### config.mk
export PLATFORM = sky130hd
export DESIGN_NAME = cashier_lane_sched
export DESIGN_NICKNAME = d
export VERILOG_FILES = /design/src/rtl/cashier_lane_sched.sv
export SDC_FILE = /design/constraint.sdc
export NUM_CORES = 1
export LEC_CHECK = 0
export ABC_AREA = 1
export CAP_MARGIN = 0
export CELL_PAD_IN_SITES_DETAIL_PLACEMENT = 1
export CELL_PAD_IN_SITES_GLOBAL_PLACEMENT = 1
export CORE_MARGIN = 4
export CORE_UTILIZATION = 28
export DETAILED_ROUTE_END_ITERATION = 7
export PLACE_DENSITY_LB_ADDON = 0.1
export SETUP_SLACK_MARGIN = 0.05
export SKIP_CTS_REPAIR_TIMING = 1
export SLEW_MARGIN = 20
export SYNTH_ARGS = -nofsm -noshare
export SYNTH_HDL_FRONTEND = slang
export SYNTH_SLANG_ARGS = --single-unit
### constraint.sdc
create_clock -name i_clk -period 3.3 [get_ports i_clk]
set_input_delay 0.33 -clock i_clk [delete_from_list [all_inputs] [get_ports i_clk]]
set_output_delay 0.33 -clock i_clk [all_outputs]
set_load 0.01 [all_outputs]
### src/rtl/cashier_lane_sched.sv
// ============================================================================
// Module   : cashier_lane_sched
// Purpose  : Round-robin scheduler sharing one Cashier among four checkout lanes
// Revision : 1.0 - initial release
// ============================================================================
`default_nettype none

module cashier_lane_sched #(
  parameter int TIMEOUT = 15
) (
  input  logic        i_clk,
  input  logic        i_rst,
  input  logic [3:0]  i_req,
  input  logic [63:0] i_payment,
  input  logic [47:0] i_item1_price,
  input  logic [11:0] i_item1_num,
  input  logic [47:0] i_item2_price,
  input  logic [11:0] i_item2_num,
  input  logic        i_cash_busy,
  input  logic        i_cash_valid,
  input  logic        i_cash_paid,
  input  logic [15:0] i_cash_change,
  output logic        o_cash_enable,
  output logic [15:0] o_cash_payment,
  output logic [11:0] o_cash_item1_price,
  output logic [2:0]  o_cash_item1_num,
  output logic [11:0] o_cash_item2_price,
  output logic [2:0]  o_cash_item2_num,
  output logic [3:0]  o_ack,
  output logic        o_done,
  output logic [1:0]  o_lane,
  output logic        o_paid,
  output logic        o_err,
  output logic [15:0] o_change,
  output logic [15:0] o_txn_count
);

  typedef enum logic [1:0] {
    S_IDLE  = 2'd0,
    S_ISSUE = 2'd1,
    S_WAIT  = 2'd2,
    S_DONE  = 2'd3
  } state_t;

  localparam logic [3:0] c_timeout = 4'(TIMEOUT);

  // Per-lane views of the packed request buses
  logic [15:0] w_pay [4];
  logic [11:0] w_p1  [4];
  logic [2:0]  w_n1  [4];
  logic [11:0] w_p2  [4];
  logic [2:0]  w_n2  [4];

  for (genvar k = 0; k < 4; k++) begin : g_lane
    assign w_pay[k] = i_payment[16*k +: 16];
    assign w_p1[k]  = i_item1_price[12*k +: 12];
    assign w_n1[k]  = i_item1_num[3*k +: 3];
    assign w_p2[k]  = i_item2_price[12*k +: 12];
    assign w_n2[k]  = i_item2_num[3*k +: 3];
  end

  state_t      r_state, w_state_nxt;
  logic [1:0]  r_rr_ptr, w_rr_ptr_nxt;
  logic [3:0]  r_tmo, w_tmo_nxt;
  logic        r_cash_enable, w_cash_enable_nxt;
  logic [15:0] r_cash_payment, w_cash_payment_nxt;
  logic [11:0] r_cash_item1_price, w_cash_item1_price_nxt;
  logic [2:0]  r_cash_item1_num, w_cash_item1_num_nxt;
  logic [11:0] r_cash_item2_price, w_cash_item2_price_nxt;
  logic [2:0]  r_cash_item2_num, w_cash_item2_num_nxt;
  logic [3:0]  r_ack, w_ack_nxt;
  logic        r_done, w_done_nxt;
  logic [1:0]  r_lane, w_lane_nxt;
  logic        r_paid, w_paid_nxt;
  logic        r_err, w_err_nxt;
  logic [15:0] r_change, w_change_nxt;
  logic [15:0] r_txn_count, w_txn_count_nxt;

  // Round-robin search: first requesting lane at or above the pointer, modulo 4
  logic       w_found;
  logic [1:0] w_winner;
  logic [1:0] w_idx;

  always_comb begin
    w_found  = 1'b0;
    w_winner = r_rr_ptr;
    w_idx    = r_rr_ptr;
    for (int k = 0; k < 4; k++) begin
      w_idx = r_rr_ptr + 2'(k);
      if (!w_found && i_req[w_idx]) begin
        w_found  = 1'b1;
        w_winner = w_idx;
      end
    end
  end

  always_comb begin
    w_state_nxt            = r_state;
    w_rr_ptr_nxt           = r_rr_ptr;
    w_tmo_nxt              = r_tmo;
    w_cash_enable_nxt      = 1'b0;
    w_cash_payment_nxt     = r_cash_payment;
    w_cash_item1_price_nxt = r_cash_item1_price;
    w_cash_item1_num_nxt   = r_cash_item1_num;
    w_cash_item2_price_nxt = r_cash_item2_price;
    w_cash_item2_num_nxt   = r_cash_item2_num;
    w_ack_nxt              = 4'b0000;
    w_done_nxt             = 1'b0;
    w_lane_nxt             = r_lane;
    w_paid_nxt             = 1'b0;
    w_err_nxt              = 1'b0;
    w_change_nxt           = 16'd0;
    w_txn_count_nxt        = r_txn_count;

    case (r_state)
      S_IDLE: begin
        if (w_found && !i_cash_busy) begin
          w_cash_payment_nxt     = w_pay[w_winner];
          w_cash_item1_price_nxt = w_p1[w_winner];
          w_cash_item1_num_nxt   = w_n1[w_winner];
          w_cash_item2_price_nxt = w_p2[w_winner];
          w_cash_item2_num_nxt   = w_n2[w_winner];
          w_lane_nxt             = w_winner;
          w_rr_ptr_nxt           = w_winner + 2'd1;
          // Enable and ack are registered, so they are raised on entry to ISSUE
          w_cash_enable_nxt      = 1'b1;
          w_ack_nxt              = 4'b0001 << w_winner;
          w_state_nxt            = S_ISSUE;
        end
      end
      S_ISSUE: begin
        w_tmo_nxt   = 4'd0;
        w_state_nxt = S_WAIT;
      end
      S_WAIT: begin
        if (i_cash_valid) begin
          w_paid_nxt   = i_cash_paid;
          w_change_nxt = i_cash_change;
          w_done_nxt   = 1'b1;
          w_state_nxt  = S_DONE;
        end else if (r_tmo == c_timeout) begin
          w_err_nxt   = 1'b1;
          w_done_nxt  = 1'b1;
          w_state_nxt = S_DONE;
        end else begin
          w_tmo_nxt = r_tmo + 4'd1;
        end
      end
      S_DONE: begin
        w_txn_count_nxt = r_txn_count + {15'd0, r_paid};
        w_state_nxt     = S_IDLE;
      end
      default: w_state_nxt = S_IDLE;
    endcase
  end

  always_ff @(posedge i_clk or posedge i_rst) begin
    if (i_rst) begin
      r_state            <= S_IDLE;
      r_rr_ptr           <= 2'd0;
      r_tmo              <= 4'd0;
      r_cash_enable      <= 1'b0;
      r_cash_payment     <= 16'd0;
      r_cash_item1_price <= 12'd0;
      r_cash_item1_num   <= 3'd0;
      r_cash_item2_price <= 12'd0;
      r_cash_item2_num   <= 3'd0;
      r_ack              <= 4'b0000;
      r_done             <= 1'b0;
      r_lane             <= 2'd0;
      r_paid             <= 1'b0;
      r_err              <= 1'b0;
      r_change           <= 16'd0;
      r_txn_count        <= 16'd0;
    end else begin
      r_state            <= w_state_nxt;
      r_rr_ptr           <= w_rr_ptr_nxt;
      r_tmo              <= w_tmo_nxt;
      r_cash_enable      <= w_cash_enable_nxt;
      r_cash_payment     <= w_cash_payment_nxt;
      r_cash_item1_price <= w_cash_item1_price_nxt;
      r_cash_item1_num   <= w_cash_item1_num_nxt;
      r_cash_item2_price <= w_cash_item2_price_nxt;
      r_cash_item2_num   <= w_cash_item2_num_nxt;
      r_ack              <= w_ack_nxt;
      r_done             <= w_done_nxt;
      r_lane             <= w_lane_nxt;
      r_paid             <= w_paid_nxt;
      r_err              <= w_err_nxt;
      r_change           <= w_change_nxt;
      r_txn_count        <= w_txn_count_nxt;
    end
  end

  assign o_cash_enable      = r_cash_enable;
  assign o_cash_payment     = r_cash_payment;
  assign o_cash_item1_price = r_cash_item1_price;
  assign o_cash_item1_num   = r_cash_item1_num;
  assign o_cash_item2_price = r_cash_item2_price;
  assign o_cash_item2_num   = r_cash_item2_num;
  assign o_ack              = r_ack;
  assign o_done             = r_done;
  assign o_lane             = r_lane;
  assign o_paid             = r_paid;
  assign o_err              = r_err;
  assign o_change           = r_change;
  assign o_txn_count        = r_txn_count;

endmodule

`default_nettype wire

Yosys cells after proc, flatten, opt, wreduce, memory -nomap -nowiden

Index checks and enable logic that the tools add are counted.

Magnitude comparators: 5
Add/sub/neg operators: 6
Reductions and logical operators: 13
Div/mod/pow operators: 0
Bitwise logic cells: 1
Multiply operators: 0
Shift operators: 1
Mux-type cells: 50
Equal/unequal tests: 8

Operators by type and width:

| operator                                            | number |
|---|---|
| two-way mux 16 bit                                  | 4 |
| binary-select mux 12 bit (select 2 bit)             | 2 |
| two-way mux 12 bit                                  | 4 |
| binary-select mux 16 bit (select 2 bit)             | 1 |
| two-way mux 1 bit                                   | 17 |
| adder 16 x 1 -> 16 bit                              | 1 |
| two-way mux 4 bit                                   | 4 |
| binary-select mux 3 bit (select 2 bit)              | 2 |
| < comparator 2 x 3 -> 1 bit (second input constant) | 4 |
| two-way mux 2 bit                                   | 6 |
| two-way mux 3 bit                                   | 4 |
| binary-select mux 1 bit (select 2 bit)              | 4 |
| one-hot mux 2 bit (4 select lines)                  | 1 |
| one-hot mux 4 bit (2 select lines)                  | 1 |
| != test 2 bit (second input constant)               | 3 |
| adder 2 x 1 -> 2 bit (second input constant)        | 2 |
| adder 2 bit (second input constant)                 | 2 |
| adder 4 x 1 -> 4 bit (second input constant)        | 1 |
| == test 2 bit (second input constant)               | 2 |
| == test 4 bit (second input constant)               | 1 |
| logical AND 1 bit                                   | 4 |
| logical NOT 1 bit                                   | 4 |
| AND reduction 2 bit                                 | 2 |
| left shift 1 x 2 -> 4 bit (first input constant)    | 1 |
| 7 further kinds                                     | 7 |

Memories kept: 0
Output and inout bits: 88
Latch bits: 0
Flip-flop bits (word level): 96
Input bits: 209
Bits in writable memories: 0
Memory bits (read-only): 0
Logic and storage cells: 100

Logic depth before layout (Yosys ltp)

Depth in word-level cells: 16
Depth in mapped cells: 18
Depth with buffers taken out: 15

Least setup slack after synthesis

OpenSTA, ideal clock, no wires.

Kind: reg-to-reg
Start: register r_txn_count[0] (netlist: o_txn_count[0])
End: register r_txn_count[14] (netlist: o_txn_count[14])
Cell stages (with the launch flop): 9
Buffers on the path: 0
Arrival time: 1.804 ns
Setup slack: 1.370 ns
Data required time: 3.175 ns
Clock period less this slack: 1.930 ns
Setup time: 0.125 ns
Path through: dfrtp_1 -> ha_1 -> ha_1 -> nand3_1 -> nor3b_1 -> nand2_1 -> nor3b_1 -> nand3_1 -> xnor2_1

Word-level cells in the longest chain between the ends: 1

Ends and longest elaborated chain:

| element                | RTL line | source |
|---|---|---|
| start, declared        | 77       | `logic [15:0] r_txn_count, w_txn_count_nxt;` |
| start signal, assigned | 191      | `r_txn_count <= w_txn_count_nxt;` |
| adder 16 x 1 -> 16 bit | 150      | `w_txn_count_nxt = r_txn_count + {15'd0, r_paid};` |

Every way passes these cells.
A chain may end at the register's enable or synchronous reset.

Final worst setup path

Start: register r_rr_ptr[0]
End: register r_cash_item1_num[2] (netlist: o_cash_item1_num[2])

Word-level cells in the longest chain between the ends: 16
Elaborated cells between the ends (all ways): 30
Classes of those cells: add/sub: 3; mux: 18; bitwise: 1; reduce/logical: 8

Ends and longest elaborated chain:

| element                                                                       | RTL line | source |
|---|---|---|
| start, declared                                                               | 63       | `logic [1:0] r_rr_ptr, w_rr_ptr_nxt;` |
| start signal, assigned                                                        | 177      | `r_rr_ptr <= w_rr_ptr_nxt;` |
| parallel branches: the longest is 16 deep, another holds adder 2 x 1 -> 2 bit | --       |  |
| end signal, assigned                                                          | 182      | `r_cash_item1_num <= w_cash_item1_num_nxt;` |
| end, declared                                                                 | 68       | `logic [2:0] r_cash_item1_num, w_cash_item1_num_nxt;` |

Several ways; the timed one is not identified. The select of a mux whose other input is x is not followed.

==> results.sh <==
export IMPL_layout_common_cells="nand2_1, clkdlybuf4s50_1, nand3_1"
export IMPL_drive_above_1_share_pct=5.76
export IMPL_nFillCells=2744
export IMPL_die_w_microns=158
export IMPL_hold_violations=0
export IMPL_numPortBuffers=296
export IMPL_wirelength_microns=25000
export IMPL_finalClockSkew_ps=8.05
export IMPL_synthArstFlopShare_pct=100
export IMPL_diodes=0
export IMPL_drtAntennaViolNets=0
export IMPL_area_delta_synth_final_pct=53.9
export IMPL_crit_type="flip-flop to flip-flop"
export IMPL_synth_edf_count=0
export IMPL_cts_buffers=9
export IMPL_antenna_found_initial=1
export IMPL_grt_pass1_wl_microns=39200
export IMPL_rows=54
export IMPL_overflow=0
export IMPL_maxSlewViolCount=0
export IMPL_drc=0
export IMPL_postSynthNetCount=1147
export IMPL_die_area_sq_mm=0.0251
export IMPL_start_util_pct=28.8
export IMPL_cp_max_fo=26
export IMPL_fmax_ghz=0.369
export IMPL_drtPass1Iterations=4
export IMPL_period_needed_ps=2710
export IMPL_crit_path_end_kind="flip-flop"
export IMPL_cts_max_path_buffers=2
export IMPL_drtIter0Drc=315
export IMPL_htreeDepth=3
export IMPL_r2r_cells=14
export IMPL_clkLatencyLatePin_ps=360
export IMPL_via_per_inst=4.73
export IMPL_ys_flop_type="dfrtp_1"
export IMPL_crit_start="r_rr_ptr[0]$_DFFE_PP0P_"
export IMPL_maxCapViolations=0
export IMPL_final_setup_viol_count=0
export IMPL_dp_hpwl_microns=18400
export IMPL_ys_types=30
export IMPL_cts_num_sinks=96
export IMPL_syn_instance_count=931
export IMPL_yosys_warnings=0
export IMPL_place_area_sq_mm=0.00944
export IMPL_peakVddDrop_mv=0.767
export IMPL_ioPinCount=297
export IMPL_gp_congestion=0.813
export IMPL_finalInstanceArea_sq_mm=0.00975
export IMPL_core_area_sq_mm=0.0220
export IMPL_die_h_microns=158
export IMPL_synthesis_area_sq_mm=0.00633
export IMPL_rsz0062_at_grt="no"
export IMPL_final_common_cell="nand2_1"
export IMPL_critPathArrivalTime_ps=3010
export IMPL_nets=1408
export IMPL_ys_ff_latch=96
export IMPL_root_buffer="clkbuf_16"
export IMPL_fin_tns_setup_ps=0
export IMPL_leakagePower_nw=4.93
export IMPL_rr_startpoint="r_rr_ptr[0]$_DFFE_PP0P_"
export IMPL_grt_pass1_vias=7010
export IMPL_syn_area_per_cell_sq_um=6.80
export IMPL_endpoint="o_cash_item1_num[2]$_DFFE_PP0P_"
export IMPL_r2r_setup_slack_ps=590
export IMPL_wire_per_inst_microns=16.9
export IMPL_cts_tree="done"
export IMPL_track_usage_pct=19.7
export IMPL_crit_required_ps=3600
export IMPL_grt_start_max_net_pins=54
export IMPL_ys_seq_area_share_pct=37.9
export IMPL_worst_pin_slew_ps=710
export IMPL_whs_ps=424
export IMPL_hp_class="primary input to asynchronous set/reset pin"
export IMPL_dr_total_vias=6987
export IMPL_fin_crit_sh_pct=82.2
export IMPL_p_per_area_mw_per_mm2=958
export IMPL_r2r_end="o_cash_item1_num[2]$_DFFE_PP0P_"
export IMPL_crit_path_start_kind="flip-flop"
export IMPL_maxSlewHeadroom_pct=52.7
export IMPL_cts_reportedPaths_clkPinSlew_ps=80
export IMPL_status="finished, final reports clean"
-- final cells by class --
type	count	area, sq um	share of cell area, %
multi-input combinational	730	3350	34.3
tap	280	350	3.59
sequential	96	2400	24.6
timing repair buffer	314	3190	32.7
clock buffer	10	229	2.35
inverter	41	156	1.60
clock inverter	6	76.3	0.783
-- synthesized netlist by cell type, types with 4 or more instances --
master / n / area share (%)
buf_2: 26 / 2.1
buf_4: 16 / 1.9
buf_6: 16 / 2.8
clkbuf_1: 6 / 0.36
dfrtp_1: 96 / 38
ha_1: 7 / 1.4
inv_1: 36 / 2.1
inv_2: 4 / 0.24
nand2_1: 441 / 26
nand2_2: 6 / 0.59
nand3_1: 196 / 15
nand3_2: 18 / 2.8
nor2_1: 24 / 1.4
xnor2_1: 7 / 0.97
xor2_1: 9 / 1.2
-- worst min-delay path by stage --
stage,start,end
after floorplan,i_cash_change[0],o_change[0]$_DFF_PP0_
after global routing,i_cash_change[2],o_change[2]$_DFF_PP0_
after CTS,i_rst,o_txn_count[15]$_DFFE_PP0N_
after global placement,o_lane[0]$_DFFE_PP0P_,o_lane[0]$_DFFE_PP0P_
after detailed placement,o_lane[0]$_DFFE_PP0P_,o_lane[0]$_DFFE_PP0P_
final,i_rst,o_txn_count[12]$_DFFE_PP0N_
-- cells by family after synthesis --
logic type / after synthesis / synth area share (%)
buf+inv: 105 / 9.58
compound gates: 10 / 0.948
simple gates: 697 / 48.0
xor+xnor: 16 / 2.21
flops: 96 / 37.9
fa+ha+maj: 7 / 1.38
-- stage by stage --
step	cells	worst slack (ps)	total power, mW	utilization [%]
2_1_floorplan	931	465	6.25	-
3_3_place_gp	1461	652	8.30	42.9
3_5_place_dp	1461	539	8.38	42.9
4_1_cts	1477	537	9.55	44.3
5_1_grt	1477	177	10.4	44.3
6_report	1477	586	9.34	44.3
-- sequential cells by signal, indices dropped and copies added (netlist names) --
register	count
o_ack	4
o_cash_enable	1
o_cash_item1_num	3
o_cash_item1_price	12
o_cash_item2_num	3
o_cash_item2_price	12
o_cash_payment	16
o_change	16
o_done	1
o_err	1
o_lane	2
o_paid	1
o_txn_count	16
r_rr_ptr	2
r_state	2
r_tmo	4
-- critical path, stage by stage, from the launching register on --
cell,delay (ps)
dfrtp_1,560
inv_2,270
nand2_1,80
nand2_1,140
nand2_1,70
nand2_1,160
nand4_4,190
clkinv_1,100
nand2_1,60
nand2_2,440
buf_4,300
nand2_1,80
nand2_1,70
nand2_1,50
nand2_1,70
-- report_power, final --
part | switching (mW) | internal [mW]
clock network | 0.527 | 0.603
registers | 0.242 | 1.56
logic | 3.98 | 2.43
total | 4.75 | 4.60
-- layer usage --
layer	vias up	GRT usage, %	routed length (microns)
li1	3475	-	-
met1	3314	26.0	11000
met2	171	32.4	12000
met3	25	4.16	1530
met4	2	6.17	438
met5	-	0	17
Note: power is estimated with default switching activity, not from simulation.
